File: src/rtl/control_pipeline_pkg.sv
// Shared widths, encodings and per-stage control bundles for the MIPS control pipeline.
package control_pipeline_pkg;

  localparam int unsigned CP_REG_AW  = 5;
  localparam int unsigned CP_ALUOP_W = 2;
  localparam int unsigned FWD_W      = 2;
  localparam int unsigned OPCODE_W   = 6;

  typedef enum logic [FWD_W-1:0] {
    FWD_RF  = 2'b00,
    FWD_WB  = 2'b01,
    FWD_MEM = 2'b10
  } fwd_sel_t;

  localparam logic [CP_ALUOP_W-1:0] ALUOP_ADD   = 2'b00;
  localparam logic [CP_ALUOP_W-1:0] ALUOP_SUB   = 2'b01;
  localparam logic [CP_ALUOP_W-1:0] ALUOP_FUNCT = 2'b10;

  localparam logic [OPCODE_W-1:0] OP_RTYPE = 6'h00;
  localparam logic [OPCODE_W-1:0] OP_LW    = 6'h23;
  localparam logic [OPCODE_W-1:0] OP_SW    = 6'h2b;
  localparam logic [OPCODE_W-1:0] OP_BEQ   = 6'h04;

  // Control bits still needed once an instruction reaches EX.
  typedef struct packed {
    logic reg_dst;
    logic alu_src;
    logic mem_to_reg;
    logic reg_write;
    logic mem_read;
    logic mem_write;
    logic branch;
  } ex_ctrl_t;

  typedef struct packed {
    logic mem_to_reg;
    logic reg_write;
    logic mem_read;
    logic mem_write;
    logic branch;
  } mem_ctrl_t;

  typedef struct packed {
    logic mem_to_reg;
    logic reg_write;
  } wb_ctrl_t;

  function automatic mem_ctrl_t to_mem_ctrl(input ex_ctrl_t c);
    mem_ctrl_t m;
    m.mem_to_reg = c.mem_to_reg;
    m.reg_write  = c.reg_write;
    m.mem_read   = c.mem_read;
    m.mem_write  = c.mem_write;
    m.branch     = c.branch;
    return m;
  endfunction

  function automatic wb_ctrl_t to_wb_ctrl(input mem_ctrl_t c);
    wb_ctrl_t w;
    w.mem_to_reg = c.mem_to_reg;
    w.reg_write  = c.reg_write;
    return w;
  endfunction

endpackage

File: src/rtl/control_pipeline_forward_unit.sv
// EX-stage operand forwarding selects; EX/MEM result takes priority over MEM/WB.
module forward_unit
  import control_pipeline_pkg::*;
#(
  parameter int unsigned REG_AW = CP_REG_AW
) (
  input  logic [REG_AW-1:0] i_ex_rs,
  input  logic [REG_AW-1:0] i_ex_rt,
  input  logic              i_mem_reg_write,
  input  logic [REG_AW-1:0] i_mem_write_reg,
  input  logic              i_wb_reg_write,
  input  logic [REG_AW-1:0] i_wb_write_reg,
  output logic [FWD_W-1:0]  o_forward_a_c,
  output logic [FWD_W-1:0]  o_forward_b_c
);

  logic w_mem_src_ok;
  logic w_wb_src_ok;

  // $0 is hard-wired zero, so a write to it is never a forwarding source.
  assign w_mem_src_ok = i_mem_reg_write && (i_mem_write_reg != '0);
  assign w_wb_src_ok  = i_wb_reg_write  && (i_wb_write_reg  != '0);

  always_comb begin
    o_forward_a_c = FWD_RF;
    if (w_mem_src_ok && (i_mem_write_reg == i_ex_rs)) begin
      o_forward_a_c = FWD_MEM;
    end else if (w_wb_src_ok && (i_wb_write_reg == i_ex_rs)) begin
      o_forward_a_c = FWD_WB;
    end
  end

  always_comb begin
    o_forward_b_c = FWD_RF;
    if (w_mem_src_ok && (i_mem_write_reg == i_ex_rt)) begin
      o_forward_b_c = FWD_MEM;
    end else if (w_wb_src_ok && (i_wb_write_reg == i_ex_rt)) begin
      o_forward_b_c = FWD_WB;
    end
  end

endmodule

File: src/rtl/control_pipeline.sv
// Control path of a 5-stage MIPS pipeline: ID/EX, EX/MEM, MEM/WB control registers,
// load-use stall, MEM-stage branch flush and EX forwarding selects.
module control_pipeline
  import control_pipeline_pkg::*;
#(
  parameter int unsigned REG_AW  = CP_REG_AW,
  parameter int unsigned ALUOP_W = CP_ALUOP_W
) (
  input  logic               clk,
  input  logic               rst_n,
  input  logic               RegDst_in,
  input  logic               ALUSrc_in,
  input  logic               MemToReg_in,
  input  logic               RegWrite_in,
  input  logic               MemRead_in,
  input  logic               MemWrite_in,
  input  logic               Branch_in,
  input  logic [ALUOP_W-1:0] ALUOp_in,
  input  logic [REG_AW-1:0]  id_rs_in,
  input  logic [REG_AW-1:0]  id_rt_in,
  input  logic [REG_AW-1:0]  id_rd_in,
  input  logic               alu_zero_in,
  output logic               pc_write_out,
  output logic               ifid_write_out,
  output logic               ifid_flush_out,
  output logic               pcsrc_out,
  output logic               ex_RegDst_out,
  output logic               ex_ALUSrc_out,
  output logic [ALUOP_W-1:0] ex_ALUOp_out,
  output logic [1:0]         forward_a_out,
  output logic [1:0]         forward_b_out,
  output logic               mem_MemRead_out,
  output logic               mem_MemWrite_out,
  output logic               mem_Branch_out,
  output logic               wb_RegWrite_out,
  output logic               wb_MemToReg_out,
  output logic [REG_AW-1:0]  wb_write_reg_out
);

  ex_ctrl_t           w_id_ctrl;
  ex_ctrl_t           r_ex_ctrl;
  logic [ALUOP_W-1:0] r_ex_alu_op;
  logic [REG_AW-1:0]  r_ex_rs;
  logic [REG_AW-1:0]  r_ex_rt;
  logic [REG_AW-1:0]  r_ex_rd;
  logic [REG_AW-1:0]  w_ex_write_reg;

  mem_ctrl_t          r_mem_ctrl;
  logic [REG_AW-1:0]  r_mem_write_reg;

  wb_ctrl_t           r_wb_ctrl;
  logic [REG_AW-1:0]  r_wb_write_reg;

  logic               w_load_use;
  logic               w_pcsrc;
  logic               w_idex_bubble;
  logic [FWD_W-1:0]   w_forward_a;
  logic [FWD_W-1:0]   w_forward_b;

  assign w_id_ctrl.reg_dst    = RegDst_in;
  assign w_id_ctrl.alu_src    = ALUSrc_in;
  assign w_id_ctrl.mem_to_reg = MemToReg_in;
  assign w_id_ctrl.reg_write  = RegWrite_in;
  assign w_id_ctrl.mem_read   = MemRead_in;
  assign w_id_ctrl.mem_write  = MemWrite_in;
  assign w_id_ctrl.branch     = Branch_in;

  assign w_ex_write_reg = r_ex_ctrl.reg_dst ? r_ex_rd : r_ex_rt;

  // A load in EX whose destination feeds the instruction in ID must wait one cycle.
  assign w_load_use = r_ex_ctrl.mem_read && (r_ex_rt != '0) &&
                      ((r_ex_rt == id_rs_in) || (r_ex_rt == id_rt_in));

  assign w_pcsrc       = r_mem_ctrl.branch && alu_zero_in;
  assign w_idex_bubble = w_load_use || w_pcsrc;

  // A taken branch squashes the stalled instruction anyway, so it overrides the stall.
  assign pc_write_out   = !(w_load_use && !w_pcsrc);
  assign ifid_write_out = !(w_load_use && !w_pcsrc);
  assign ifid_flush_out = w_pcsrc;
  assign pcsrc_out      = w_pcsrc;

  // Register fields advance even through a bubble; only control bits are cleared.
  always_ff @(posedge clk or negedge rst_n) begin
    if (!rst_n) begin
      r_ex_ctrl       <= '0;
      r_ex_alu_op     <= '0;
      r_ex_rs         <= '0;
      r_ex_rt         <= '0;
      r_ex_rd         <= '0;
      r_mem_ctrl      <= '0;
      r_mem_write_reg <= '0;
      r_wb_ctrl       <= '0;
      r_wb_write_reg  <= '0;
    end else begin
      r_ex_ctrl       <= w_idex_bubble ? ex_ctrl_t'('0) : w_id_ctrl;
      r_ex_alu_op     <= w_idex_bubble ? ALUOP_W'(0) : ALUOp_in;
      r_ex_rs         <= id_rs_in;
      r_ex_rt         <= id_rt_in;
      r_ex_rd         <= id_rd_in;
      r_mem_ctrl      <= w_pcsrc ? mem_ctrl_t'('0) : to_mem_ctrl(r_ex_ctrl);
      r_mem_write_reg <= w_ex_write_reg;
      r_wb_ctrl       <= to_wb_ctrl(r_mem_ctrl);
      r_wb_write_reg  <= r_mem_write_reg;
    end
  end

  forward_unit #(
    .REG_AW (REG_AW)
  ) u_forward_unit (
    .i_ex_rs         (r_ex_rs),
    .i_ex_rt         (r_ex_rt),
    .i_mem_reg_write (r_mem_ctrl.reg_write),
    .i_mem_write_reg (r_mem_write_reg),
    .i_wb_reg_write  (r_wb_ctrl.reg_write),
    .i_wb_write_reg  (r_wb_write_reg),
    .o_forward_a_c   (w_forward_a),
    .o_forward_b_c   (w_forward_b)
  );

  assign forward_a_out    = w_forward_a;
  assign forward_b_out    = w_forward_b;

  assign ex_RegDst_out    = r_ex_ctrl.reg_dst;
  assign ex_ALUSrc_out    = r_ex_ctrl.alu_src;
  assign ex_ALUOp_out     = r_ex_alu_op;
  assign mem_MemRead_out  = r_mem_ctrl.mem_read;
  assign mem_MemWrite_out = r_mem_ctrl.mem_write;
  assign mem_Branch_out   = r_mem_ctrl.branch;
  assign wb_RegWrite_out  = r_wb_ctrl.reg_write;
  assign wb_MemToReg_out  = r_wb_ctrl.mem_to_reg;
  assign wb_write_reg_out = r_wb_write_reg;

endmodule
File: config.mk
export PLATFORM = sky130hd
export DESIGN_NAME = control_pipeline
export DESIGN_NICKNAME = d
export VERILOG_FILES = /design/src/rtl/control_pipeline_pkg.sv /design/src/rtl/control_pipeline_forward_unit.sv /design/src/rtl/control_pipeline.sv
export SDC_FILE = /design/constraint.sdc
export NUM_CORES = 1
export LEC_CHECK = 0
export CORE_MARGIN = 10
export CORE_UTILIZATION = 65
export DETAILED_ROUTE_END_ITERATION = 6
export DONT_BUFFER_PORTS = 1
export PLACE_DENSITY = 0.82
export SYNTH_ARGS = -nofsm -noshare
export SYNTH_HDL_FRONTEND = slang
export SYNTH_SLANG_ARGS = --single-unit
File: constraint.sdc
create_clock -name clk -period 4.5 [get_ports clk]
set_input_delay 0.45 -clock clk [delete_from_list [all_inputs] [get_ports clk]]
set_output_delay 0.45 -clock clk [all_outputs]
set_load 0.01 [all_outputs]
# Word-level counts from Yosys, hierarchy flattened
# Cells that the tools add are included.
# word_totals
elab_cells,51
inputBits,27
latch_bits,0
memories,0
reg_bits,41
mem_bits_ro,0
mem_bits_rw,0
# op_classes
shifts,0
n_bitwise,0
magnitude_cmp,0
n_mux,8
n_mul,0
div_mod_pow,0
reduce_logical,17
eq_ne,6
addsub,0
# ops
operator,count
$eq 5x5->1,6
$reduce_bool 5->1,3
$logic_and 1x1->1,10
$mux 5,2
$mux 7,1
$mux 2,3
$logic_not 1->1,2
$logic_or 1x1->1,2
$mux 1,2

# Longest topological paths before layout
# Gate-level depths: netlist (run 1).
# logic_depth
depth_word,5
depth_mapped,6
ltp_nobuf,4

# Hierarchy
# From an unflattened synthesis (run 1), not the netlist that was laid out.
# hier_totals
hier_cells,127
area_unflattened_um2,1666.6
# modules_own_cells
module,n_inst,area_each_um2,cells_each,seq_area_each_um2
control_pipeline,1,1408.9,93,1026.0
forward_unit,1,257.7,34,0.0

# Least setup slack after synthesis (run 1)
# Ideal clock, no wire load.
# synth_timing
path_kind,reg-to-output
startpoint,reg r_ex_rt[1]
endpoint,out pc_write_out
path_buffers,3
stages_incl_launch_ff,7
t_arrival_ps,1573
setup_slack_ps,2477
cell_sequence,dfrtp_1 -> buf_6 -> or4_1 -> o21a_1 -> buf_6 -> nand3_1 -> buf_4
# synth_between
elab_chain_cells,5
word_cells_on_any_way,8
# synth_lines
item,line,text
start: declaration,control_pipeline.sv:44,logic [REG_AW-1:0] r_ex_rt;
start signal: assignment,control_pipeline.sv:99,r_ex_rt <= id_rt_in;
$eq 5x5->1 / $reduce_bool 5->1 (equally long branches),"control_pipeline.sv:72, control_pipeline.sv:71",
$logic_or 1x1->1 / $logic_and 1x1->1 (equally long branches),"control_pipeline.sv:72, control_pipeline.sv:71",
$logic_and 1x1->1 *,control_pipeline.sv:71,assign w_load_use = r_ex_ctrl.mem_read && (r_ex_rt != '0) &&
$logic_and 1x1->1 *,-,
$logic_not 1->1 *,-,
end: declaration,control_pipeline.sv:23,"output logic pc_write_out,"
# Mark *: on every way between the ends. The rest lies on a longest branch, timed or not.

# Final worst setup path (run 1)
# layout_timing
startpoint,reg r_mem_write_reg[4]
endpoint,out forward_a_out[0]
# layout_between
elab_chain_cells,4
word_cells_on_any_way,5
# layout_lines
item,line,text
start: declaration,control_pipeline.sv:49,logic [REG_AW-1:0] r_mem_write_reg;
start signal: assignment,control_pipeline.sv:102,r_mem_write_reg <= w_ex_write_reg;
$reduce_bool 5->1,control_pipeline_forward_unit.sv:21,assign w_mem_src_ok = i_mem_reg_write && (i_mem_write_reg != '0);
$logic_and 1x1->1,control_pipeline_forward_unit.sv:21,
$logic_and 1x1->1 *,control_pipeline_forward_unit.sv:26,if (w_mem_src_ok && (i_mem_write_reg == i_ex_rs)) begin
$mux 2 *,control_pipeline_forward_unit.sv:26,
end: declaration,control_pipeline.sv:30,"output logic [1:0] forward_a_out,"
# Marks and branches as above.

==> summary.md, run 1 <==
| Metric | Value |
|---|---|
| Clk buf depth | 2 |
| Clock root buffer | clkbuf_4 |
| Grt ovf | 0 |
| Clock power share | 0.257 |
| Util after Layout | 0.701 |
| Required time of the critical path | 4.05 ns |
| DRC | 0 |
| RSZ-0062 raised after global routing | false |
| Cell taking the most area after synthesis | dfrtp_1 |
| NumNets Final | 157 |
| Number of global-route vias before repair | about 970 |
| Max-Slew Margin vs Limit | 0.670 |
| Initial antenna violation count | 0 |
| Unique masters post-synth | 19 |
| Vias | 909 |
| Total Die Area | around 5000 sq um |
| Routed wire length | between 3000 and 4000 um |
| Most common library cells after synthesis | 41 x dfrtp_1, 16 x xnor2_1, 14 x xor2_1 |
| CP startpoint kind | register |
| Prevailing post-synth register cell | dfrtp_1 |
| Slowest-stage cell, CP | or4_1 |
| Setup crit end kind | output port |
| Hold path depth | 0 |
| Worst path top cell family by delay | simple AND/OR/NAND/NOR gates |
| Area Growth Syn to Fin | 3.66% |
| Final min period | about 2.5 ns |
| Seq/Total Area, Yosys | 0.613 |
| Metal3 WL | 282 um |
| Final hold vios | 0 |
| Critical Path Sink | forward_a_out[0] |
| Hold wc startpoint | id_rd_in[3] |
| Max FO, Critical Path | 4 |
| WL per Instance | ~19 um |
| Number of enable flip-flop cells after synthesis | 0 |
| I/O Buffers | 0 |
| Starting Density | 0.676 |
| FF+latch count, synth | just over 40 |
| Post-CTS Setup Inserts | 0 |
| Gate Count Post-Synth | 130 |
| Lkg Pwr | between 0.7 and 0.8 nW |
| Largest cells by area after synthesis | dfrtp_1 61%, xnor2_1 8.4%, xor2_1 7.3% |
| Ant diodes | 0 |
| Die Y | between 70 and 80 um |
| Critical Path Start | r_mem_write_reg[4] |
| Crit path DAT | 2.03 ns |
| CTS tree | yes |
| Clock transition at path regs | about 0.11 ns |
| First drt pass iteration count | 4 |
| Worst R2R Path Depth | 3 |
| Wire length on met2 | about 1500 um |
| DR top layer | met4 |
| Placed cells | approximately 150 |
| Die width | about 71 um |
| Num rows | 18 |
| H-tree levels | 2 |
| DPL Wire Length | between 2000 and 2500 um |
| Fin Hold WS | ~0.12 ns |
| Power Density | around 390 nW/um^2 |
| Status | complete, no violations |
| Yosys Warn Count | 0 |
| Reg2reg end | r_ex_ctrl[1] |
| Most common cell on crit path | nor4_2 |
| CP Cell Sequence | or4_1 -> o21ai_2 -> nor4_2 -> nor4_2 |
| Placer Congestion | between 0.8 and 0.9 |
| Clk sinks | 41 |
| Mapped Nets | ~160 |
| Max IR drop VDD | 0.280 mV |
| Avg Synthesized Cell Area | 12.9 sq um |
| Global Route Usage Sum | 0.127 |
| Psw | approximately 180 uW |
| Antenna viol nets, final | 0 |
| Worst-Margin Slew | 0.490 ns |
| Worst r2r src | r_ex_rt[1] |
| Starting DRT DRC Count | 35 |
| WP buf/inv | 0 |
| Setup TNS | 0 ns |
| Logic pwr share | 0.104 |
| TritonCTS Buffers | 5 |
| Crit Path Class | register to output port |
| Ratio of cells with drive above 1 in the final layout | 0.145 |
| Final Setup Violations | 0 |
| Final worst path period share | 0.551 |
| CP Depth | 4 |
| Most frequent cell after synthesis | dfrtp_1 |
| Int Pwr | around 490 uW |
| Reg power frac | 0.639 |
| Pin count of the biggest net entering global routing | 42 |
| FFs w/ async S/R, synth | 1.00 |
| Met1 Routed Length | 1160 um |
| Skew-Pair Late Insertion Delay | around 0.35 ns |
| Sw Ratio | 0.271 |
| Fin cells | 161 |
| Final Slew Violations | 0 |
| Global-route wire length before repair | ~4900 um |
| Num ports | 49 |
| Vias per inst | about 5.6 |
| Setup Skew | between 0.009 and 0.01 ns |
| Max_cap viols | 0 |
| Worst reg2reg setup slack | between 2 and 3 ns |
| Max Fclk | about 400 MHz |
| Post-synth top area share | 0.613 |
| Filler Cell Count | 183 |
| Mapped Area | about 1700 sq um |
| Hold WC Path Type | primary input to register |
| Core area | about 2500 sq um |
| Largest stage delay, worst path | about 0.55 ns |
## worst min-delay path by stage
stage                 endpoint  slack [ns]
5_1_grt             r_ex_rd[0]        0.08
2_1_floorplan  ex_ALUOp_out[0]        0.15
3_5_place_dp   wb_MemToReg_out        0.16
6_report            r_ex_rd[3]        0.12
3_3_place_gp   wb_MemToReg_out        0.16
4_1_cts             r_ex_rd[3]        0.10
## placed cells by master, fill, tap and decap left out, drive strengths merged
| cell | synthesis | layout |
|---|---|---|
| inv | 1 | 1 |
| nand3 | 5 | 5 |
| o21a | 1 | 1 |
| clkbuf | 4 | 6 |
| or4 | 5 | 5 |
| nor4 | 4 | 4 |
| nand2 | 12 | 12 |
| dfrtp | 41 | 41 |
| clkinv | 0 | 2 |
| a21oi | 9 | 9 |
| o21ai | 2 | 2 |
| xnor2 | 16 | 16 |
| xor2 | 14 | 14 |
| o22ai | 1 | 1 |
| dlygate4sd3 | 0 | 1 |
| buf | 5 | 1 |
| and2 | 5 | 5 |
| mux2 | 5 | 5 |
## final cells by class
| type | instances | area, sq um | share of cell area |
|---|---|---|---|
| sequential | 41 | 1030 | 0.591 |
| multi-input combinational | 79 | 587 | 0.338 |
| clock buffer | 6 | 41.3 | 0.0238 |
| tap | 30 | 37.5 | 0.0216 |
| timing repair buffer | 2 | 30.0 | 0.0173 |
| clock inverter | 2 | 10.0 | 0.00577 |
| inverter | 1 | 3.75 | 0.00216 |
## power by group through the flow
stage / logic [mW] / clock network, mW / registers (mW)
final: 0.0697 / 0.173 / 0.429
after detailed placement: 0.0611 / 0 / 0.438
after global placement: 0.0593 / 0 / 0.436
after floorplan: 0.0619 / 0 / 0.426
after CTS: 0.0713 / 0.178 / 0.430
after global routing: 0.0790 / 0.193 / 0.434
## metrics by stage
step	setup slack, ns	area [sq um]	total power, mW
5_1_grt	1.87	1740	0.706
2_1_floorplan	2.48	1670	0.488
3_3_place_gp	2.43	1650	0.496
6_report	2.02	1740	0.672
4_1_cts	1.98	1740	0.679
3_5_place_dp	2.37	1650	0.499
## per-layer routing
layer / GRT usage / vias to the layer above
met2: 0.198 / 33
li1: - / 430
met4: 0.0860 / 0
met1: 0.134 / 436
met3: 0.0614 / 10
met5: 0 / -
## kinds of logic (layout without fill, tap and decap cells)
kind of cell,count (synthesis),count (layout),synth area share
and+or+nand+nor,31,31,0.113
muxes,5,5,0.0336
xor gates and xnor gates,30,30,0.157
AOI/OAI and AO/OA,13,13,0.0471
buffers and inverters,10,11,0.0366
DFF,41,41,0.613
## repair_timing
item                                    4_1_cts  5_1_grt
hold endpoints to repair                     41        0
resized for setup                             0        0
hold buffers                                  2        0
endpoints found under the setup margin        0        0
Power figures use the tool's default switching activity.
==> run 2, diff against run 1 <==
CORE_UTILIZATION = 61   (was 65)
PLACE_DENSITY = 0.78   (was 0.82)
clock period = 2.3 ns   (was 4.5 ns; I/O delays follow)
==> summary.md, run 2 (synthesis gave the netlist of run 1 again) <==
| Metric | Value |
|---|---|
| Status | complete, no violations |
| Num ports | 49 |
| Most frequent cells in the layout | 37 x dfrtp_1, 25 x dlygate4sd3_1, 16 x xnor2_1, 14 x xor2_1, 12 x nand2_1 |
| CTS tree | yes |
| Global Route Usage Sum | 0.134 |
| Max_cap viols | 0 |
| Pin count of the biggest net entering global routing | between 40 and 50 |
| Final hold vios | 0 |
| Setup Skew | roughly 0.0083 ns |
| Routed wire length | about 3400 um |
| Placer Congestion | between 0.8 and 0.9 |
| Hold WC Path Type | primary input to asynchronous set/reset pin |
| Total Die Area | 5240 sq um |
| Antenna viol nets, final | 0 |
| Post-route cell area | 2070 sq um |
| Max-Slew Margin vs Limit | 0.628 |
| Area Growth Syn to Fin | 23.8% |
| Lkg Pwr | slightly below 0.9 nW |
| Core area | about 2500 sq um |
| DPL Wire Length | roughly 2400 um |
| Reg2reg end | ex_ALUOp_out[1] |
| Initial antenna violation count | 0 |
| Starting DRT DRC Count | 67 |
| WL per Instance | roughly 18 um |
| Die Y | 72.4 um |
| Commonest non-fill, non-tap cell in the layout | dfrtp_1 |
| Global-route wire length before repair | approximately 5500 um |
| DRC | 0 |
| H-tree levels | 2 |
| Ratio of cells with drive above 1 in the final layout | 0.189 |
| Clk buf depth | 2 |
| Final Setup Violations | 0 |
| Crit path DAT | roughly 2.0 ns |
| Worst r2r src | r_ex_rt[2] |
| Max FO, Critical Path | 4 |
| Final min period | approximately 2.2 ns |
| Clock root buffer | clkbuf_4 |
| Cell Area, Placed | approximately 1700 sq um |
| Vias per inst | about 5.3 |
| Grt ovf | 0 |
| Max Fclk | 455 MHz |
| TritonCTS Buffers | 5 |
| Crit Path Class | register to output port |
| Starting Density | 0.658 |
| I/O Buffers | 0 |
| Number of global-route vias before repair | 1076 |
| CP startpoint kind | register |
| Setup crit end kind | output port |
| Clk sinks | 41 |
| Worst-Margin Slew | approximately 0.55 ns |
| NumNets Final | around 190 |
| Power Density | ~690 nW/um^2 |
| First drt pass iteration count | 6 |
| Worst R2R Path Depth | 3 |
| Die width | about 72 um |
| Num rows | 18 |
| Skew-Pair Late Insertion Delay | ~0.34 ns |
| Final Slew Violations | 0 |
| Max IR drop VDD | approximately 0.54 mV |
| Worst reg2reg setup slack | 0.65 ns |
| Util after Layout | 0.814 |
| Clock transition at path regs | 0.12 ns |
| Ant diodes | 0 |
| Required time of the critical path | 2.07 ns |
| Final worst path period share | 0.955 |
| Vias | 1007 |
-- run 2: changes by cell type in the layout (fill, tap and decap cells not counted), moves of 2 or more --
cell and change:
buf_4 +4, dlygate4sd3_1 +24, nor4_4 +3, nor4_2 -3
dfrtp_2 +4, clkbuf_8 +2, dfrtp_1 -4
-- run 2: layer usage --
metal  GRT usage  vias up  part of all wire
li1            -      486                 -
met1       0.161      479              0.41
met2       0.205       37              0.49
met3      0.0721        5             0.093
met4      0.0380        0             0.013
met5           0        -                 0
-- run 2: how the worst max path moves through the flow --
stage                             from               end  slack [ns]  cells after the start
global route        r_mem_write_reg[4]  forward_a_out[0]       -0.01                      4
CTS                 r_mem_write_reg[4]  forward_b_out[0]       0.004                      4
floorplan                   r_ex_rt[1]      pc_write_out        0.50                      6
finish              r_mem_write_reg[4]  forward_a_out[0]        0.10                      4
detailed placement  r_mem_write_reg[4]  forward_a_out[0]        0.40                      4
global placement    r_mem_write_reg[4]  forward_a_out[0]        0.44                      4
-- run 2: through the flow --
stage,cells,setup TNS (ns),setup WS (ns),power [mW],hold WS (ns)
after floorplan,130,0,0.497,0.954,-0.0656
after global placement,152,0,0.444,0.972,-0.0643
after detailed placement,152,0,0.398,0.980,-0.0643
after CTS,186,0,0.00442,1.43,0.323
after global routing,189,-0.0103,-0.0103,1.50,0.334
final,189,0,0.102,1.43,0.339
-- run 2: report_power, final --
| part | switching, mW | total, mW | internal (mW) |
|---|---|---|---|
| sequential | 0.0681 | 0.844 | 0.776 |
| combinational | 0.0903 | 0.195 | 0.105 |
| clock | 0.218 | 0.396 | 0.177 |
| total | 0.377 | 1.43 | 1.06 |
-- run 2: area by class of cell --
class                           count  area, sq um
Multi-Input combinational cell     79          629
Inverter                            1         3.75
Clock inverter                      1         5.00
Clock buffer                        7         65.1
Tap cell                           30         37.5
Fill cell                         144          473
Sequential cell                    41         1030
Timing Repair Buffer               30          300
-- run 2: repair_timing --
action                                  CTS  global route
hold endpoints to repair                 65             0
pin swaps                                 1             3
hold buffers                             26             0
resized for setup                         1             9
setup buffers                             0             3
endpoints found under the setup margin    1             4
cloned                                    0             0
-- run 2: critical path, cell delays in order, from the launching register on --
cell,delay (ns)
dfrtp_1,0.44
or4_4,0.56
o21ai_4,0.20
nor4_4,0.09
nor4_4,0.34
==> run 3, diff against run 2 <==
CORE_UTILIZATION = 65   (was 61)
PLACE_DENSITY = 0.82   (was 0.78)
clock period = 2.6 ns   (was 2.3 ns; I/O delays follow)
==> summary.md, run 3 (synthesis gave the netlist of run 1 again) <==
| Metric | Value |
|---|---|
| Int Pwr | between 800 and 900 uW |
| CP Depth | 4 |
| Hold-fix buffer count after cts | 26 |
| Max IR drop VDD | a little over 0.5 mV |
| Final hold vios | 0 |
| DPL Wire Length | ~2300 um |
| Num rows | 18 |
| Global Route Usage Sum | 0.139 |
| Commonest non-fill, non-tap cell in the layout | dfrtp_1 |
| Reg2reg end | r_ex_ctrl[1] |
| Grt ovf | 0 |
| Setup TNS | 0 ns |
| Ratio of cells with drive above 1 in the final layout | 0.123 |
| Pin count of the biggest net entering global routing | 42 |
| Skew-Pair Late Insertion Delay | 0.35 ns |
| Setup Skew | 0.00923 ns |
| Setup crit end kind | output port |
| CP Cell Sequence | or4_1 -> o21ai_2 -> nor4_2 -> nor4_2 |
| Final min period | ~2.3 ns |
| Die Y | roughly 70 um |
| Critical Path Sink | forward_a_out[0] |
| Filler Cell Count | 150 |
| Global-route wire length before repair | 5460 um |
| I/O Buffers | 0 |
| CTS tree | yes |
| Slowest-stage cell, CP | or4_1 |
| WP buf/inv | 0 |
| Required time of the critical path | 2.34 ns |
| Power Density | between 600 and 700 nW/um^2 |
| Area Growth Syn to Fin | 18.0% |
| Placer Congestion | ~0.8 |
| Critical Path Start | r_mem_write_reg[4] |
| Clock transition at path regs | between 0.1 and 0.15 ns |
| Die width | approximately 71 um |
| Status | complete, no violations |
| First drt pass iteration count | 3 |
| Largest stage delay, worst path | roughly 0.55 ns |
| Post-CTS Resized | 0 |
| Most common cell on crit path | nor4_2 |
| Max_cap viols | 0 |
| Worst R2R Path Depth | 3 |
| FF/Latch Area | 1030 sq um |
| Reg power frac | 0.621 |
| RSZ-0062 raised after global routing | false |
| Num ports | between 40 and 50 |
| Dpl ws | 0.664 ns |
| Worst-Margin Slew | 0.490 ns |
| Final Slew Violations | 0 |
| Final worst path period share | 0.883 |
| Initial antenna violation count | 0 |
| Logic pwr share | 0.125 |
| CP startpoint kind | register |
| Max-Slew Margin vs Limit | 0.670 |
| Lkg Pwr | approximately 0.84 nW |
| Clock root buffer | clkbuf_4 |
| Fin cells | about 190 |
| Core area | approximately 2500 sq um |
| Max Fclk | 435 MHz |
| Worst r2r src | r_ex_rt[1] |
| Routed wire length | around 3300 um |
| Antenna viol nets, final | 0 |
| Area of the multi-input gates | 587 sq um |
| Vias per inst | 5.51 |
| Placed cells | around 150 |
| Number of global-route vias before repair | approximately 1100 |
| Post-CTS Setup Inserts | 0 |
| Clock power share | 0.254 |
| Sw Ratio | 0.272 |
| Hold WC Path Type | primary input to asynchronous set/reset pin |
| Most frequent cells in the layout | 41 x dfrtp_1, 25 x dlygate4sd3_1, 16 x xnor2_1, 14 x xor2_1, 12 x nand2_1 |
| Util after Layout | 0.797 |
| Total Die Area | between 5000 and 6000 sq um |
| Starting Density | 0.676 |
| H-tree levels | 2 |
| Crit path DAT | 2.04 ns |
| Vias | approximately 1000 |
| Worst path top cell family by delay | simple AND/OR/NAND/NOR gates |
| Starting DRT DRC Count | 43 |
| NumNets Final | approximately 180 |
| Clk sinks | 41 |
| Max FO, Critical Path | 4 |
| Crit Path Class | register to output port |
| Ant diodes | 0 |
| Clk buf depth | 2 |
| TritonCTS Buffers | 5 |
| Psw | between 300 and 400 uW |
| DRC | 0 |
| Worst reg2reg setup slack | roughly 1.0 ns |
| Setup WS post-layout | 0.303 ns |
| Final Setup Violations | 0 |
| WL per Instance | ~18 um |
-- run 3: cell types whose count changed in the layout (fill, tap and decap cells not counted), moves of 2 or more --
| cell | change |
|---|---|
| dfrtp_2 | -4 |
| nor4_2 | +3 |
| dfrtp_1 | +4 |
| nor4_4 | -3 |
| clkbuf_8 | -2 |
| buf_4 | -4 |
-- run 3: power groups by stage --
stage          logic [mW]  clock network, mW  registers, mW
2_1_floorplan       0.107                  0          0.737
3_3_place_gp        0.103                  0          0.755
3_5_place_dp        0.106                  0          0.758
4_1_cts             0.152              0.307          0.745
5_1_grt             0.168              0.336          0.751
6_report            0.150              0.304          0.743
-- run 3: worst min path at each step --
stage	startpoint	end	cells after the start
floorplan	rst_n	ex_ALUOp_out[0]	0
global placement	rst_n	wb_MemToReg_out	0
detailed placement	rst_n	wb_MemToReg_out	0
CTS	alu_zero_in	ex_RegDst_out	3
global route	rst_n	wb_MemToReg_out	2
finish	rst_n	wb_MemToReg_out	2
-- run 3: through the flow --
stage | total power [mW] | cell area (sq um) | hold WS (ns)
finish | 1.20 | 1980 | 0.344
global route | 1.26 | 1980 | 0.351
CTS | 1.20 | 1980 | 0.341
detailed placement | 0.864 | 1650 | -0.0344
global placement | 0.858 | 1650 | -0.0344
floorplan | 0.844 | 1670 | -0.0356
-- run 3: final cells by class --
class,instances,area share
clock buffers,6,0.0209
clock inverters,2,0.00507
inverters,1,0.00190
multi-input cells,79,0.297
flip-flops and latches,41,0.519
well taps,30,0.0190
repair buffers,26,0.137
-- run 3: metal layers --
layer | GRT usage | part of all wire | routed length (um) | vias to the layer above
met5 | 0 | 0 | 0 | -
met4 | 0.0860 | 0.030 | 101 | 0
met3 | 0.0614 | 0.087 | 290 | 9
met2 | 0.230 | 0.52 | 1730 | 33
met1 | 0.141 | 0.36 | 1210 | 499
li1 | - | - | - | 478
